===== config.mk =====
export PLATFORM = sky130hd
export DESIGN_NAME = alu_decoder
export DESIGN_NICKNAME = d
export VERILOG_FILES = /design/src/rtl/alu_decoder.sv
export SDC_FILE = /design/constraint.sdc
export NUM_CORES = 1
export LEC_CHECK = 0
export ABC_AREA = 1
export CORE_MARGIN = 2
export CORE_UTILIZATION = 44
export CTS_BUF_LIST = sky130_fd_sc_hd__clkbuf_4 sky130_fd_sc_hd__clkbuf_8 sky130_fd_sc_hd__clkbuf_16
export DETAILED_ROUTE_END_ITERATION = 6
export PLACE_DENSITY_LB_ADDON = 0.08
export SKIP_LAST_GASP = 1
export SYNTH_ARGS = -nofsm -noshare
export SYNTH_HDL_FRONTEND = slang
export SYNTH_SLANG_ARGS = --single-unit

===== constraint.sdc =====
create_clock -name clk -period 1.46 [get_ports clk]
set_input_delay 0.365 -clock clk [delete_from_list [all_inputs] [get_ports clk]]
set_output_delay 0.365 -clock clk [all_outputs]
set_load 0.02 [all_outputs]

===== src/rtl/alu_decoder.sv =====
// RV32I decode stage: turns instruction words into ALU control and buffers them in a 2-entry FIFO.
// Optional performance counters are built when ALU_DEC_PERF_CNT_EN is defined.
package types;
    typedef enum logic [3:0] {
        ALU_ADD = 4'd0,
        ALU_SUB = 4'd1,
        ALU_SLL = 4'd2,
        ALU_XOR = 4'd3,
        ALU_SRL = 4'd4,
        ALU_SRA = 4'd5,
        ALU_OR  = 4'd6,
        ALU_AND = 4'd7
    } alu_op_t;

    typedef struct packed {
        alu_op_t     alu_op;
        logic [31:0] imm;
        logic        use_imm;
        logic        a_sel_pc;
        logic [4:0]  rs1;
        logic [4:0]  rs2;
        logic [4:0]  rd;
        logic [31:0] pc;
        logic        illegal;
    } dec_entry_t;
endpackage

module alu_decoder
    import types::*;
(
    input  logic        clk,
    input  logic        rst_n,
    input  logic        flush,
    input  logic        in_valid,
    output logic        in_ready,
    input  logic [31:0] in_instr,
    input  logic [31:0] in_pc,
    output logic        out_valid,
    input  logic        out_ready,
    output logic [3:0]  out_alu_op,
    output logic [31:0] out_imm,
    output logic        out_use_imm,
    output logic        out_a_sel_pc,
    output logic [4:0]  out_rs1,
    output logic [4:0]  out_rs2,
    output logic [4:0]  out_rd,
    output logic [31:0] out_pc,
    output logic        out_illegal,
    output logic [31:0] out_dec_cnt,
    output logic [31:0] out_ill_cnt
);

    localparam int unsigned XLEN = 32;

    localparam logic [6:0] OPC_OP     = 7'b0110011;
    localparam logic [6:0] OPC_OP_IMM = 7'b0010011;
    localparam logic [6:0] OPC_LUI    = 7'b0110111;
    localparam logic [6:0] OPC_AUIPC  = 7'b0010111;
    localparam logic [6:0] OPC_LOAD   = 7'b0000011;
    localparam logic [6:0] OPC_STORE  = 7'b0100011;
    localparam logic [6:0] F7_ZERO    = 7'b0000000;
    localparam logic [6:0] F7_ALT     = 7'b0100000;

    typedef enum logic [1:0] {ST_EMPTY, ST_ONE, ST_FULL} state_t;

    state_t      r_state;
    state_t      w_state_nxt;
    logic        r_in_ready;
    logic        r_out_valid;
    dec_entry_t  r_head;
    dec_entry_t  r_tail;
    dec_entry_t  w_entry;

    logic [6:0]      w_opcode;
    logic [2:0]      w_funct3;
    logic [6:0]      w_funct7;
    logic [XLEN-1:0] w_imm_i;
    logic [XLEN-1:0] w_imm_s;
    logic [XLEN-1:0] w_imm_u;
    logic [XLEN-1:0] w_imm_sh;
    logic            w_legal;

    logic w_push;
    logic w_pop;
    logic w_ld_head_in;
    logic w_ld_head_tail;
    logic w_ld_tail_in;

    assign w_opcode = in_instr[6:0];
    assign w_funct3 = in_instr[14:12];
    assign w_funct7 = in_instr[31:25];
    assign w_imm_i  = {{20{in_instr[31]}}, in_instr[31:20]};
    assign w_imm_s  = {{20{in_instr[31]}}, in_instr[31:25], in_instr[11:7]};
    assign w_imm_u  = {in_instr[31:12], 12'b0};
    assign w_imm_sh = {27'b0, in_instr[24:20]};

    // Combinational decode of the incoming word; illegal encodings collapse to a neutral ADD.
    always_comb begin
        w_entry          = '0;
        w_entry.alu_op   = ALU_ADD;
        w_entry.rs1      = in_instr[19:15];
        w_entry.rs2      = in_instr[24:20];
        w_entry.rd       = in_instr[11:7];
        w_entry.pc       = in_pc;
        w_legal          = 1'b0;
        case (w_opcode)
            OPC_OP: begin
                if (w_funct7 == F7_ZERO) begin
                    w_legal = 1'b1;
                    case (w_funct3)
                        3'b000:  w_entry.alu_op = ALU_ADD;
                        3'b001:  w_entry.alu_op = ALU_SLL;
                        3'b100:  w_entry.alu_op = ALU_XOR;
                        3'b101:  w_entry.alu_op = ALU_SRL;
                        3'b110:  w_entry.alu_op = ALU_OR;
                        3'b111:  w_entry.alu_op = ALU_AND;
                        default: w_legal = 1'b0;
                    endcase
                end else if (w_funct7 == F7_ALT) begin
                    if (w_funct3 == 3'b000) begin
                        w_entry.alu_op = ALU_SUB;
                        w_legal        = 1'b1;
                    end else if (w_funct3 == 3'b101) begin
                        w_entry.alu_op = ALU_SRA;
                        w_legal        = 1'b1;
                    end
                end
            end
            OPC_OP_IMM: begin
                w_entry.use_imm = 1'b1;
                w_entry.imm     = w_imm_i;
                w_legal         = 1'b1;
                case (w_funct3)
                    3'b000: w_entry.alu_op = ALU_ADD;
                    3'b100: w_entry.alu_op = ALU_XOR;
                    3'b110: w_entry.alu_op = ALU_OR;
                    3'b111: w_entry.alu_op = ALU_AND;
                    3'b001: begin
                        w_entry.alu_op = ALU_SLL;
                        w_entry.imm    = w_imm_sh;
                        w_legal        = (w_funct7 == F7_ZERO);
                    end
                    3'b101: begin
                        w_entry.alu_op = (w_funct7 == F7_ALT) ? ALU_SRA : ALU_SRL;
                        w_entry.imm    = w_imm_sh;
                        w_legal        = (w_funct7 == F7_ZERO) || (w_funct7 == F7_ALT);
                    end
                    default: w_legal = 1'b0;
                endcase
            end
            OPC_LUI: begin
                w_legal         = 1'b1;
                w_entry.use_imm = 1'b1;
                w_entry.imm     = w_imm_u;
                w_entry.rs1     = 5'd0;
            end
            OPC_AUIPC: begin
                w_legal          = 1'b1;
                w_entry.use_imm  = 1'b1;
                w_entry.a_sel_pc = 1'b1;
                w_entry.imm      = w_imm_u;
            end
            OPC_LOAD: begin
                w_legal         = 1'b1;
                w_entry.use_imm = 1'b1;
                w_entry.imm     = w_imm_i;
            end
            OPC_STORE: begin
                w_legal         = 1'b1;
                w_entry.use_imm = 1'b1;
                w_entry.imm     = w_imm_s;
            end
            default: w_legal = 1'b0;
        endcase
        if (!w_legal) begin
            w_entry.alu_op   = ALU_ADD;
            w_entry.imm      = '0;
            w_entry.use_imm  = 1'b0;
            w_entry.a_sel_pc = 1'b0;
            w_entry.rs1      = in_instr[19:15];
        end
        w_entry.illegal = ~w_legal;
    end

    assign w_push = in_valid & r_in_ready & ~flush;
    assign w_pop  = r_out_valid & out_ready & ~flush;

    // Buffer state register; handshake flags are registered copies of the next state.
    always_ff @(posedge clk or negedge rst_n) begin
        if (!rst_n) begin
            r_state     <= ST_EMPTY;
            r_in_ready  <= 1'b1;
            r_out_valid <= 1'b0;
        end else begin
            r_state     <= w_state_nxt;
            r_in_ready  <= (w_state_nxt != ST_FULL);
            r_out_valid <= (w_state_nxt != ST_EMPTY);
        end
    end

    // Next-state and load-enable logic; flush overrides everything.
    always_comb begin
        w_state_nxt    = r_state;
        w_ld_head_in   = 1'b0;
        w_ld_head_tail = 1'b0;
        w_ld_tail_in   = 1'b0;
        if (flush) begin
            w_state_nxt = ST_EMPTY;
        end else begin
            case (r_state)
                ST_EMPTY: begin
                    if (w_push) begin
                        w_ld_head_in = 1'b1;
                        w_state_nxt  = ST_ONE;
                    end
                end
                ST_ONE: begin
                    if (w_push && w_pop) begin
                        w_ld_head_in = 1'b1;
                    end else if (w_push) begin
                        w_ld_tail_in = 1'b1;
                        w_state_nxt  = ST_FULL;
                    end else if (w_pop) begin
                        w_state_nxt  = ST_EMPTY;
                    end
                end
                ST_FULL: begin
                    if (w_pop) begin
                        w_ld_head_tail = 1'b1;
                        w_state_nxt    = ST_ONE;
                    end
                end
                default: w_state_nxt = ST_EMPTY;
            endcase
        end
    end

    always_ff @(posedge clk or negedge rst_n) begin
        if (!rst_n) begin
            r_head <= '0;
            r_tail <= '0;
        end else begin
            if (w_ld_head_in) begin
                r_head <= w_entry;
            end else if (w_ld_head_tail) begin
                r_head <= r_tail;
            end
            if (w_ld_tail_in) begin
                r_tail <= w_entry;
            end
        end
    end

    assign in_ready     = r_in_ready;
    assign out_valid    = r_out_valid;
    assign out_alu_op   = r_head.alu_op;
    assign out_imm      = r_head.imm;
    assign out_use_imm  = r_head.use_imm;
    assign out_a_sel_pc = r_head.a_sel_pc;
    assign out_rs1      = r_head.rs1;
    assign out_rs2      = r_head.rs2;
    assign out_rd       = r_head.rd;
    assign out_pc       = r_head.pc;
    assign out_illegal  = r_head.illegal;

`ifdef ALU_DEC_PERF_CNT_EN
    logic [31:0] r_dec_cnt;
    logic [31:0] r_ill_cnt;

    // Pop counters survive flush and wrap naturally.
    always_ff @(posedge clk or negedge rst_n) begin
        if (!rst_n) begin
            r_dec_cnt <= '0;
            r_ill_cnt <= '0;
        end else if (w_pop) begin
            r_dec_cnt <= r_dec_cnt + 32'd1;
            if (r_head.illegal) begin
                r_ill_cnt <= r_ill_cnt + 32'd1;
            end
        end
    end

    assign out_dec_cnt = r_dec_cnt;
    assign out_ill_cnt = r_ill_cnt;
`else
    assign out_dec_cnt = '0;
    assign out_ill_cnt = '0;
`endif

endmodule


==> results of run 1 <==
power by group through the flow:
stage / Clock, mW / Combinational [mW] / Sequential, mW
2_1_floorplan: 0 / 1.26 / 6.45
3_3_place_gp: 0 / 2.79 / 6.11
3_5_place_dp: 0 / 2.82 / 6.14
4_1_cts: 4.54 / 2.86 / 6.07
5_1_grt: 4.74 / 3.18 / 6.16
6_report: 4.45 / 2.90 / 6.07
critical path, delay by kind of cell (launching register included):
family	cells	cell delay [ns]
DFF	1	0.56
buffers and inverters	2	0.26
stage by stage:
| stage | util (%) | power, mW | setup TNS (ns) | area, um2 | hold slack [ns] |
|---|---|---|---|---|---|
| after floorplan | - | 7.71 | -6.08 | 8750 | 0.0694 |
| final | 63.0 | 13.4 | -9.87 | 11800 | 0.365 |
| after detailed placement | 56.4 | 8.96 | -95.30 | 10500 | 0.243 |
| after CTS | 62.2 | 13.5 | -10.62 | 11600 | 0.365 |
| after global routing | 63.0 | 14.1 | -26.44 | 11800 | 0.369 |
| after global placement | 56.4 | 8.89 | -91.86 | 10500 | 0.244 |
how the worst max path moves through the flow:
stage	from	end
3_3_place_gp	in_instr[1]	out_imm[1]
2_1_floorplan	in_ready	out_alu_op[2]
3_5_place_dp	in_instr[1]	r_tail[53]
4_1_cts	in_ready	out_alu_op[2]
6_report	in_ready	in_ready
5_1_grt	in_ready	out_alu_op[2]
Yosys cell counts:
| cell | number |
|---|---|
| a21oi_1 | 6 |
| a22o_1 | 2 |
| a22oi_1 | 19 |
| buf_1 | 3 |
| buf_2 | 28 |
| buf_4 | 66 |
| buf_6 | 6 |
| clkbuf_1 | 20 |
| conb_1 | 1 |
| dfrtp_1 | 173 |
| dfstp_2 | 1 |
| inv_1 | 93 |
| inv_2 | 8 |
| mux2i_1 | 6 |
| nand2_1 | 333 |
| nand2_2 | 4 |
| nand3_1 | 87 |
| nand4_1 | 13 |
| nor2_1 | 9 |
| nor2_2 | 3 |
| nor2_4 | 2 |
| nor3_4 | 1 |
| nor4_1 | 1 |
| nor4_2 | 1 |
| o211ai_1 | 16 |
| o21a_1 | 1 |
| o21ai_0 | 89 |
| o21ai_1 | 4 |
| o21ai_2 | 1 |
| o221ai_1 | 8 |
| o311ai_0 | 1 |
final cells by class:
cell class                      count  area share (%)
Clock inverter                      6           0.754
Clock buffer                       22            4.04
Timing Repair inverter              1          0.0744
Multi-Input combinational cell    672            27.3
Tap cell                          234            2.49
Sequential cell                   174            37.0
Timing Repair Buffer              266            24.9
Inverter                          101            3.45
logic make-up after synthesis:
logic type | count (synthesis)
compound gates | 147
buf+inv | 224
flops | 174
mux | 6
other cells | 1
simple gates | 454
state kept, by name, summed over array words and instances, names as in the netlist:
| register | count |
|---|---|
| r_tail | 85 |
| out_imm | 32 |
| out_pc | 32 |
| out_rd | 5 |
| out_rs1 | 5 |
| out_rs2 | 5 |
| out_alu_op | 3 |
| r_state | 2 |
| in_ready | 1 |
| out_a_sel_pc | 1 |
| out_illegal | 1 |
| out_use_imm | 1 |
| out_valid | 1 |
per-layer routing:
layer | routed length [um] | part of all wire, % | vias to the layer above
li1 | - | - | 3558
met1 | 10400 | 46 | 3439
met2 | 11000 | 48 | 219
met3 | 1140 | 5.0 | 16
met4 | 265 | 1.2 | 0
met5 | 0 | 0 | -
what timing repair did:
item | in CTS | in global routing
setup endpoints to repair | 261 | 225
pin swaps | 16 | 6
buffers inserted | 14 | 2
endpoints found under the hold margin | 16 | 0
hold buffers | 1 | 0
resized for setup | 347 | 20
cloned | 9 | 6
==> reports/metrics.cfg, run 1 <==
[placed_design]
numPortBuffers = 155
dp_hpwl_um = 14400
pre_cts_slack_ns = -0.730
place.gp.congestion = 0.823
placed_cells = 1417

[routing]
ant_nets = 0
wl_per_cell_um = 15.4
viasPerCell = 4.90
vias = 7232
drcViolationCount = 0
totalWireLength_um = 22800
drt_first_pass_iters = 5
drt_iter0_markers = 548

[finish]
final_common_cell = nand2_1
fin_cells = 1476
layout_common_cells = 320 x nand2_1, 173 x dfrtp_1, 92 x inv_1, 79 x nand3_1
ff_latch_area_mm2 = 0.00436
multiInputGateArea_mm2 = 0.00322
areaGrowthSynthToFinish_pct = 40.9
drive_gt1_share_pct = 21.5
fin_nets = 1302
antenna_cells = 0
fill_cells = 1594

[synthesis]
synth_top_cell_by_area = dfrtp_1
yosys_register_bits = 174
synth_top_family_by_area = simple AND/OR/NAND/NOR gates
synth_warnings = 0
syn_avg_cell_area_um2 = 8.31
synth_top_area_share_pct = 51.8
synthAdderAreaFrac_pct = 0
synth_compound_area_share_pct = 10.4
synth-seq-area-share_pct = 52.1
synth.area.mux_share_pct = 0.718
ys_types = 31
syn-instance-count = 1006
ys_top_cells_by_area = dfrtp_1 52%, nand2_1 15%, buf_4 5.9%, o21ai_0 5.3%, nand3_1 5.2%
syn-cell-area_mm2 = 0.00836
synth_xor_area_share_pct = 0
synth_simple_gate_area_share_pct = 22.7

[job]
drv_cap = 0

[timing]
finalCritPeriodShare_pct = 110
rsz0062_at_grt = yes
skew_ns = 0.00665
setup_slack_ns = -0.143
setup_violations = 173
finalCriticalPeriod_ns = 1.60
fmax_mhz = 624
slew_viol_final = 0
hold_viol_final = 0

[die]
std_cell_rows = 50
die_w_um = 142
start_util_pct = 44.7
ios = 221
coreArea_mm2 = 0.0187
die_y_um = 142
die-area_mm2 = 0.0201

[power_and_ir_drop]
pwr-share-comb_pct = 21.6
clockPowerShare_pct = 33.1
p_per_area_mw_per_mm2 = 1140
internal_power_mw = 9.54
ir_drop_v = 0.00103
swShare_pct = 28.9
p_leak_nw = 5.99
pwr-share-seq_pct = 45.3
power_switching_mw = 3.88

[grt]
grt_remaining_overflow = 0
busiest_layer = met2
grtUsageMet2_pct = 36.2
grt_max_degree = 50
grtUsageMet3_pct = 4.08
grt_pass1_vias = 6742
grt_pass1_wl_um = 35400
grt.total_usage_pct = 22.4
met1_usage_pct = 31.3
antenna_found_initial = 0

[status]
violations = negative setup slack
status = finished with violations

[worst_setup_path]
critPathMaxFanout = 2
cp_cell_sequence = buf_4 -> buf_2
crit_arrival_ns = 1.24
cp-end-kind = output pin
cpPeakStageDelay_ns = 0.56
reg2reg_slack_ns = -0.14
r2r_end = out_valid
cpMaxStageDelayCell = dfstp_2
critPathRequiredTime_ns = 1.10
worst_setup_path_start_kind = register
r2r_cells = 7
reg2reg_from = out_valid
critical_path_class = register to output pin

[clock_network]
ctsLongestPathBuffers = 2
cts_tree = yes
ctsRootBufferMaster = clkbuf_16
htreeDepth = 4
worstSkewPairLatency_ns = 0.42
numCtsBuffers = 17
cts.clk_slew.worst_paths_ns = 0.06
cts.sinks = 174

[hold_path]
hp-class = input pin to async pin

Note: power is estimated with default switching activity, not from simulation.
==> run 2, diff against run 1 <==
- CAP_MARGIN: unset -> 20
- CORE_UTILIZATION: 44 -> 40
==> run 2 against run 1 <==
  * The flow still finishes with violations (negative setup slack)
  * Global-route usage fell by 0.39 points
  * Utilization down 1.4 points
  * Cell area rose by 6.4%
  * Highest routed layer unchanged
==> reports/metrics.cfg, run 2 (synthesized netlist as in run 1, its figures left out) <==
[job]
drv_cap = 0  ; unchanged

[routing]
viasPerCell = 4.85  ; was 4.90
wl_per_cell_um = 16.7  ; was 15.4 um
drt_first_pass_iters = 5  ; unchanged
ant_nets = 0  ; unchanged
vias = 7481  ; was 7,232
drt_iter0_markers = 503  ; was 548
drcViolationCount = 0  ; unchanged
totalWireLength_um = 25800  ; was 22,800 um

[placed_design]
numPortBuffers = 155  ; unchanged
placed_area_mm2 = 0.0106  ; was 0.0105 mm2
pre_cts_slack_ns = -0.676  ; was -0.730 ns
place.gp.congestion = 0.825  ; was 0.823
dp_hpwl_um = 14900  ; was 14,400 um

[clock_network]
numCtsBuffers = 17  ; unchanged
htreeDepth = 4  ; unchanged
ctsLongestPathBuffers = 2  ; unchanged
cts.clk_slew.worst_paths_ns = 0.07  ; was 0.06 ns
cts_tree = yes  ; unchanged
cts.sinks = 174  ; unchanged
ctsRootBufferMaster = clkbuf_16  ; unchanged
worstSkewPairLatency_ns = 0.43  ; was 0.42 ns

[worst_setup_path]
cp_cell_sequence = nand2_4 -> nor4_4 -> buf_6 -> buf_12 -> clkbuf_16 -> nand3_1 -> nand2_1  ; was buf_4 -> buf_2
cpMaxStageDelayCell = dfstp_2  ; unchanged
reg2reg_from = in_ready  ; was out_valid
setup.worst_path.start = in_ready  ; unchanged
critPathRequiredTime_ns = 1.83  ; was 1.10 ns
worst_setup_path_start_kind = register  ; unchanged
reg2reg_slack_ns = -0.16  ; was -0.14 ns
cp-end-kind = register  ; was output pin
cpPeakStageDelay_ns = 0.55  ; was 0.56 ns
r2r_cells = 7  ; unchanged
critical_path_class = register to register  ; was register to output pin
critPathMaxFanout = 6  ; was 2
r2r_end = r_tail[50]  ; was out_valid
crit_arrival_ns = 1.99  ; was 1.24 ns
endpoint = r_tail[50]  ; was in_ready

[grt]
antenna_found_initial = 0  ; unchanged
grtUsageMet2_pct = 36.4  ; was 36.2%
grt_max_degree = 48  ; was 50
grt.total_usage_pct = 22.0  ; was 22.4%
busiest_layer = met2  ; unchanged
grt_pass1_vias = 7204  ; was 6,742
grt_remaining_overflow = 0  ; unchanged
grt_pass1_wl_um = 38100  ; was 35,400 um
met1_usage_pct = 29.8  ; was 31.3%
grtUsageMet3_pct = 4.72  ; was 4.08%

[power_and_ir_drop]
p_leak_nw = 6.53  ; was 5.99 nW
ir_drop_v = 0.000790  ; was 0.00103 V
power_switching_mw = 4.33  ; was 3.88 mW
total_power_mw = 13.9  ; was 13.4 mW
pwr-share-comb_pct = 22.8  ; was 21.6%
swShare_pct = 31.2  ; was 28.9%
clockPowerShare_pct = 33.1  ; about the same
pwr-share-seq_pct = 44.1  ; was 45.3%
p_per_area_mw_per_mm2 = 1110  ; was 1140 mW/mm2
internal_power_mw = 9.54  ; about the same

[die]
die_w_um = 149  ; was 142 um
ios = 221  ; unchanged
die-area_mm2 = 0.0221  ; was 0.0201 mm2
start_util_pct = 41.1  ; was 44.7%
coreArea_mm2 = 0.0204  ; was 0.0187 mm2
std_cell_rows = 52  ; was 50
die_y_um = 149  ; was 142 um

[timing]
finalCriticalPeriod_ns = 1.62  ; was 1.60 ns
fin_hold_ws_ns = 0.401  ; was 0.365 ns
slew_viol_final = 0  ; unchanged
setup_slack_ns = -0.162  ; was -0.143 ns
fmax_mhz = 617  ; was 624 MHz
skew_ns = 0.0107  ; was 0.00665 ns
setup_violations = 176  ; was 173
hold_viol_final = 0  ; unchanged
rsz0062_at_grt = yes  ; unchanged
finalCritPeriodShare_pct = 111  ; was 110%

[status]
violations = negative setup slack  ; unchanged
status = finished with violations  ; unchanged

[finish]
finalInstanceArea_mm2 = 0.0125  ; was 0.0118 mm2
fill_cells = 1782  ; was 1,594
regMostFlops = r_tail  ; unchanged
areaGrowthSynthToFinish_pct = 49.9  ; was 40.9%
drive_gt1_share_pct = 33.6  ; was 21.5%
largest_reg_flops = 85  ; unchanged
antenna_cells = 0  ; unchanged
fin_nets = 1330  ; was 1,302
layout_common_cells = 260 x nand2_1, 173 x dfrtp_1, 92 x inv_1, 78 x buf_2, 75 x buf_4  ; was 320 x nand2_1, 173 x dfrtp_1, 92 x inv_1, 79 x nand3_1
final_common_cell = nand2_1  ; unchanged

[hold_path]
hp-class = input pin to register  ; was input pin to async pin

run 2: worst min path at each step:
| stage | to | slack [ns] | from | cells past startpoint |
|---|---|---|---|---|
| after global placement | out_pc[26] | 0.30 | rst_n | 1 |
| after floorplan | out_a_sel_pc | 0.07 | rst_n | 0 |
| after detailed placement | out_pc[26] | 0.29 | rst_n | 1 |
| final | out_imm[10] | 0.40 | in_instr[30] | 3 |
| after global routing | r_tail[60] | 0.41 | in_instr[30] | 3 |
| after CTS | r_tail[60] | 0.39 | in_instr[30] | 3 |
run 2: timing repair:
| action | in CTS | in global routing |
|---|---|---|
| pin swaps | 23 | 35 |
| hold endpoints to repair | 29 | 0 |
| setup buffers | 24 | 12 |
| gates cloned | 13 | 19 |
| hold buffers | 1 | 0 |
| gates resized for setup | 424 | 213 |
| setup endpoints to repair | 261 | 236 |
run 2: stage by stage:
stage | setup TNS, ns | cells | util (%)
floorplan | -6.08 | 1070 | -
global placement | -88.15 | 1455 | 51.8
detailed placement | -90.35 | 1455 | 51.8
CTS | -17.50 | 1525 | 59.4
global route | -29.56 | 1544 | 61.5
finish | -17.62 | 1544 | 61.5
run 2: layer usage:
metal	up-vias	share of wire (%)
met3	35	5.5
met4	0	2.1
li1	3629	-
met5	-	0
met1	3583	45
met2	234	48
run 2: cell type report:
cell class                 instances  area (um2)  share of cell area [%]
clock buffer                      17         425                    3.39
clock inverter                    15         160                    1.28
inverter                         101         425                    3.39
multi-input combinational        672        3830                    30.6
sequential                       174        4360                    34.8
tap                              270         338                    2.70
timing repair buffer             293        2970                    23.7
timing repair inverter             2        25.0                   0.200
run 2: power groups by stage:
stage / combinational, mW / sequential (mW) / clock (mW)
global route: 3.47 / 6.19 / 4.90
finish: 3.17 / 6.11 / 4.59
detailed placement: 2.80 / 6.14 / 0
CTS: 3.04 / 6.07 / 4.70
global placement: 2.78 / 6.12 / 0
floorplan: 1.26 / 6.45 / 0
run 2: worst max-delay path: cells and delay by family, from the launching register on:
| kind | cells | cell delay [ns] |
|---|---|---|
| buf+inv | 3 | 0.51 |
| flops | 1 | 0.55 |
| simple gates | 4 | 0.49 |
